[config.mk]
export PLATFORM = sky130hd
export DESIGN_NAME = posit_multiplier
export DESIGN_NICKNAME = d
export VERILOG_FILES = /design/src/rtl/posit_pkg.sv /design/src/rtl/posit_decode.sv /design/src/rtl/posit_multiplier.sv
export SDC_FILE = /design/constraint.sdc
export NUM_CORES = 2
export LEC_CHECK = 0
export CAP_MARGIN = 20
export CORE_ASPECT_RATIO = 0.9
export CORE_MARGIN = 4
export CORE_UTILIZATION = 30
export DETAILED_ROUTE_END_ITERATION = 12
export PLACE_DENSITY = 0.43
export SYNTH_ARGS = -nofsm -noshare
export SYNTH_HDL_FRONTEND = slang
export SYNTH_SLANG_ARGS = --single-unit
[constraint.sdc]
create_clock -name clk -period 1.12 [get_ports clk]
set_clock_uncertainty 0.1 [all_clocks]
set_input_delay 0.112 -clock clk [delete_from_list [all_inputs] [get_ports clk]]
set_output_delay 0.112 -clock clk [all_outputs]
set_load 0.01 [all_outputs]
[src/rtl/posit_pkg.sv]
// Shared widths, special encodings and the decoded-operand record for the posit datapath.
package posit_pkg;

    localparam int unsigned N  = 32;
    localparam int unsigned ES = 4;
    localparam int unsigned RS = $clog2(N);
    localparam int unsigned SW = RS + ES + 2;   // signed scale width
    localparam int unsigned MW = N - ES - 1;    // mantissa width including hidden one
    localparam int unsigned PW = 2 * MW;        // exact mantissa product width

    localparam logic [N-1:0] POSIT_ZERO   = '0;
    localparam logic [N-1:0] POSIT_NAR    = {1'b1, {(N-1){1'b0}}};
    localparam logic [N-1:0] POSIT_MAXPOS = {1'b0, {(N-1){1'b1}}};
    localparam logic [N-1:0] POSIT_MINPOS = {{(N-1){1'b0}}, 1'b1};

    typedef struct packed {
        logic          sign;
        logic          is_zero;
        logic          is_nar;
        logic [SW-1:0] scale;
        logic [MW-1:0] mantissa;
    } decoded_t;

endpackage

[src/rtl/posit_decode.sv]
// Splits one posit word into sign, special flags, signed scale and hidden-one mantissa.
module posit_decode #(
    parameter int unsigned N  = 32,
    parameter int unsigned ES = 4
) (
    input  logic [N-1:0]            posit_i,
    output logic                    sign_o,
    output logic                    is_zero_o,
    output logic                    is_nar_o,
    output logic [$clog2(N)+ES+1:0] scale_o,
    output logic [N-ES-2:0]         mant_o
);

    localparam int unsigned RS = $clog2(N);
    localparam int unsigned KW = RS + 2;
    localparam int unsigned FB = N - ES - 2;

    logic [N-2:0]  body;
    logic [N-2:0]  run_bits;
    logic [N-3:0]  tail;
    logic          regime_bit;
    logic [RS-1:0] run;
    logic [KW-1:0] k;

    assign sign_o    = posit_i[N-1];
    assign is_zero_o = (posit_i == '0);
    assign is_nar_o  = (posit_i == {1'b1, {(N-1){1'b0}}});

    // Magnitude bits below the sign; negation only depends on these bits.
    assign body       = sign_o ? (~posit_i[N-2:0] + (N-1)'(1)) : posit_i[N-2:0];
    assign regime_bit = body[N-2];
    assign run_bits   = regime_bit ? ~body : body;

    // Leading-zero count of run_bits gives the regime run length.
    always_comb begin : lzc
        run = RS'(N - 1);
        for (int i = 0; i <= int'(N) - 2; i++) begin
            if (run_bits[i]) begin
                run = RS'(int'(N) - 2 - i);
            end
        end
    end

    assign k = regime_bit ? (KW'(run) - KW'(1)) : (KW'(0) - KW'(run));

    // First regime bit is already dropped, so shifting by run removes the rest plus the terminator.
    assign tail = body[N-3:0] << run;

    assign scale_o = {k, tail[N-3 -: ES]};
    assign mant_o  = {1'b1, tail[N-3-ES -: FB]};

endmodule

[src/rtl/posit_multiplier.sv]
// Posit multiplier: exact mantissa product, round-to-nearest-even re-encode, one output register.
module posit_multiplier
    import posit_pkg::*;
(
    input  logic         clk,
    input  logic         rst_n,
    input  logic [N-1:0] IN1,
    input  logic [N-1:0] IN2,
    output logic [N-1:0] OUT
);

    localparam int unsigned KW = SW - ES;
    localparam int unsigned FW = PW - 1;
    localparam int unsigned EW = 2 + ES + FW + N;
    localparam logic signed [KW-1:0] K_HI = KW'(N - 2);
    localparam logic signed [KW-1:0] K_LO = -K_HI;

    decoded_t dec_a;
    decoded_t dec_b;

    posit_decode #(.N(N), .ES(ES)) u_dec_a (
        .posit_i   (IN1),
        .sign_o    (dec_a.sign),
        .is_zero_o (dec_a.is_zero),
        .is_nar_o  (dec_a.is_nar),
        .scale_o   (dec_a.scale),
        .mant_o    (dec_a.mantissa)
    );

    posit_decode #(.N(N), .ES(ES)) u_dec_b (
        .posit_i   (IN2),
        .sign_o    (dec_b.sign),
        .is_zero_o (dec_b.is_zero),
        .is_nar_o  (dec_b.is_nar),
        .scale_o   (dec_b.scale),
        .mant_o    (dec_b.mantissa)
    );

    logic [PW-1:0]        prod;
    logic                 ovf;
    logic [FW-1:0]        frac;
    logic [SW-1:0]        scale;
    logic signed [KW-1:0] k;
    logic [KW-1:0]        amt;
    logic [ES-1:0]        e;
    logic [EW-1:0]        seed;
    logic [EW-1:0]        shifted;
    logic [N-2:0]         body;
    logic                 guard;
    logic                 sticky;
    logic                 round_up;
    logic [N-1:0]         mag;
    logic [N-1:0]         result_d;
    logic [N-1:0]         out_q;

    assign prod  = PW'(dec_a.mantissa) * PW'(dec_b.mantissa);
    assign ovf   = prod[PW-1];
    assign frac  = ovf ? prod[PW-2:0] : {prod[PW-3:0], 1'b0};
    assign scale = dec_a.scale + dec_b.scale + SW'(ovf);
    assign k     = scale[SW-1:ES];
    assign e     = scale[ES-1:0];

    // Seed "10" (k>=0) or "01" (k<0); shifting in copies of the leading bit grows the regime.
    assign amt     = k[KW-1] ? ~k : k;
    assign seed    = {~k[KW-1], k[KW-1], e, frac, N'(0)};
    assign shifted = EW'({{EW{~k[KW-1]}}, seed} >> amt);

    assign body     = shifted[EW-1 -: N-1];
    assign guard    = shifted[EW-N];
    assign sticky   = |shifted[EW-N-1:0];
    assign round_up = guard & (sticky | body[0]);

    always_comb begin : encode
        mag      = {1'b0, body + (N-1)'(round_up)};
        result_d = POSIT_ZERO;
        if (k >= K_HI) begin
            mag = POSIT_MAXPOS;
        end else if (k < K_LO) begin
            mag = POSIT_MINPOS;
        end
        if (dec_a.is_nar || dec_b.is_nar) begin
            result_d = POSIT_NAR;
        end else if (dec_a.is_zero || dec_b.is_zero) begin
            result_d = POSIT_ZERO;
        end else if (dec_a.sign ^ dec_b.sign) begin
            result_d = ~mag + N'(1);
        end else begin
            result_d = mag;
        end
    end

    always_ff @(posedge clk or negedge rst_n) begin
        if (!rst_n) begin
            out_q <= POSIT_ZERO;
        end else begin
            out_q <= result_d;
        end
    end

    assign OUT = out_q;

endmodule

==> out/metrics.yaml <==
synth_area_per_cell_um2: 7.51
synth_mux_area_frac: 0.0448
placed_cells: 8900
worst-setup-path-type: "primary input to flip-flop"
dieHeight_um: 360
cts_htree_levels: 2
antenna_found_initial: 4
cts_tree: "yes"
nNetsFinal: 8336
yosys.area_share.adder: 0.368
fp.dieArea_mm2: 0.143
hpwl_mm: 162
stdcell_count: 9258
cp_max_fo: 18
synth_edf_count: 0
synthXorXnorAreaFrac: 0.0370
setup_ws_ps: -15150
path_common_cell: "fa_1"
pin_count: 98
synth-async-reset-ratio: 1.00
cts_root_buffer: "clkbuf_16"
ys_top_cells_by_count: "nand2_1, inv_1, fa_1, nor2_1, a21oi_1"
antenna_left: 0
drive_gt1_frac: 0.406
vias: 48200
grt.overflow.total: 0
synth_ff_type: "dfrtp_1"
period_share: 14.5
slew_violations: 0
ys_seq_elements: 32
syn_area_mm2: 0.0412
fin_crit_ps: 16270
synth_top_family_by_area: "adder cells"
route.detailed.drc: 0
routed_wl_mm: 195
ys_warn_count: 0
grt_pass1_wl_mm: 296
cts_buffer_depth: 2
hp-class: "primary input to async pin"
clk_pin_slew_ps: 50
area_growth_pct: 60.2
arrival_ps: 16340
max_stage_delay_ps: 550
grt_use_total: 0.263
first_pass_iters: 5
hold_viol: 0
first_global_vias: 49000
synth-compound-area-share: 0.215
tightestPinTransition_ps: 953
timing.slew.headroom: 0.361
yosysSeqAreaShare: 0.0194
worstSetupStartpointType: "primary input"
drv_cap: 0
gp_congestion: 0.949
cts_buffers: 5
rsz0062_at_grt: "true"
initial_core_util: 0.303
largest_reg_flops: 32
utilization: 0.486
yosys.area.top_type: "fa_1"
drt_iter0_markers: 3673
violations: "negative setup slack"
vias_per_cell: 5.20
synth_top_area_frac: 0.304
clock_sinks: 32
yosys.area_share.simple: 0.209
grt_max_degree: 65
ys_top_cells_by_area: "fa_1, nand2_1, inv_1, ha_1, nor2_1"
setup_violations: 32
routedWlPerCell_um: 21.1
synth_cell_types: 120
yosysMostFrequentCell: "nand2_1"
slowest_stage: "fa_1"
cp_data_required_time_ps: 1180
fmax_mhz: 61.4
cp-end-kind: "flip-flop"
port_buffers: 97
syn_inst: 5487
die_x_um: 399
core_area_mm2: 0.136
row_count: 128
outcome: "finished with violations"
per-layer routing:
| layer | up-vias | track usage | routed length, µm |
|---|---|---|---|
| met5 | - | 0 | 22 |
| met3 | 168 | 0.0409 | 13900 |
| li1 | 22500 | - | - |
| met2 | 1459 | 0.427 | 88400 |
| met4 | 4 | 0.0368 | 3300 |
| met1 | 24000 | 0.378 | 89600 |
path summary, 6_finish.rpt:
kind / startpoint / endpoint
min in group clk: OUT[25] / OUT[25]
max in group asynchronous: rst_n / OUT[28]
worst max-delay path: IN1[1] / OUT[30]
worst min-delay path: rst_n / OUT[6]
worst max-delay path: cells and delay by family:
kind / cells / cell delay (ps)
AND/OR/NAND/NOR: 16 / 4210
buffers and inverters: 17 / 2120
XOR/XNOR: 4 / 790
adder cells (fa/ha/maj): 10 / 4330
multiplexers: 2 / 370
AO/OA/AOI/OAI: 19 / 4380
logic make-up after synthesis:
| logic type | count (synthesis) |
|---|---|
| AOI/OAI and AO/OA | 1283 |
| xor gates and xnor gates | 174 |
| adders and majority gates | 838 |
| buffers and inverters | 1104 |
| DFF | 32 |
| muxes | 168 |
| other | 2 |
| and+or+nand+nor | 1886 |
layout by cell type, fill, tap and decap left out, drive strengths merged, types with 61 or more instances in the layout:
| cell type | netlist | routed |
|---|---|---|
| nor2 | 437 | 438 |
| inv | 774 | 771 |
| and2 | 114 | 115 |
| nand3 | 115 | 115 |
| a211oi | 89 | 89 |
| mux2i | 118 | 118 |
| xnor2 | 113 | 113 |
| buf | 105 | 2119 |
| nor3 | 130 | 130 |
| ha | 209 | 209 |
| o211ai | 66 | 66 |
| nand2 | 797 | 798 |
| xor2 | 61 | 61 |
| fa | 626 | 626 |
| o21ai | 261 | 261 |
| a21oi | 286 | 286 |
repair_timing:
item / CTS / global route
hold buffers: 0 / 0
resized for setup: 801 / 413
pin swaps: 234 / 221
buffers inserted: 228 / 122
gates cloned: 11 / 4
setup endpoints to repair: 64 / 44
endpoints found under the hold margin: 0 / 0
cell type report:
type                            count  area (µm²)
Clock buffer                        7         153
Inverter                          783        2990
Clock inverter                      1        30.0
Multi-Input combinational cell   4405       40900
Sequential cell                    32         802
Timing Repair Buffer             2208       18900
Antenna cell                        2        5.00
Fill cell                       13700       69800
Tap cell                         1820        2280
stage by stage:
stage | hold slack (ps) | worst slack, ps | TNS [ps] | area (µm²)
global placement | 398 | -17260 | -538930 | 58300
detailed placement | 402 | -16860 | -526670 | 58300
finish | 101 | -15150 | -474880 | 66000
CTS | 107 | -14980 | -468720 | 63200
floorplan | -284 | -15700 | -488440 | 42400
global route | 134 | -15600 | -489530 | 66000
Power is not shown: default switching activity piles up to over one toggle a cycle in this logic, so the estimate is an artifact.
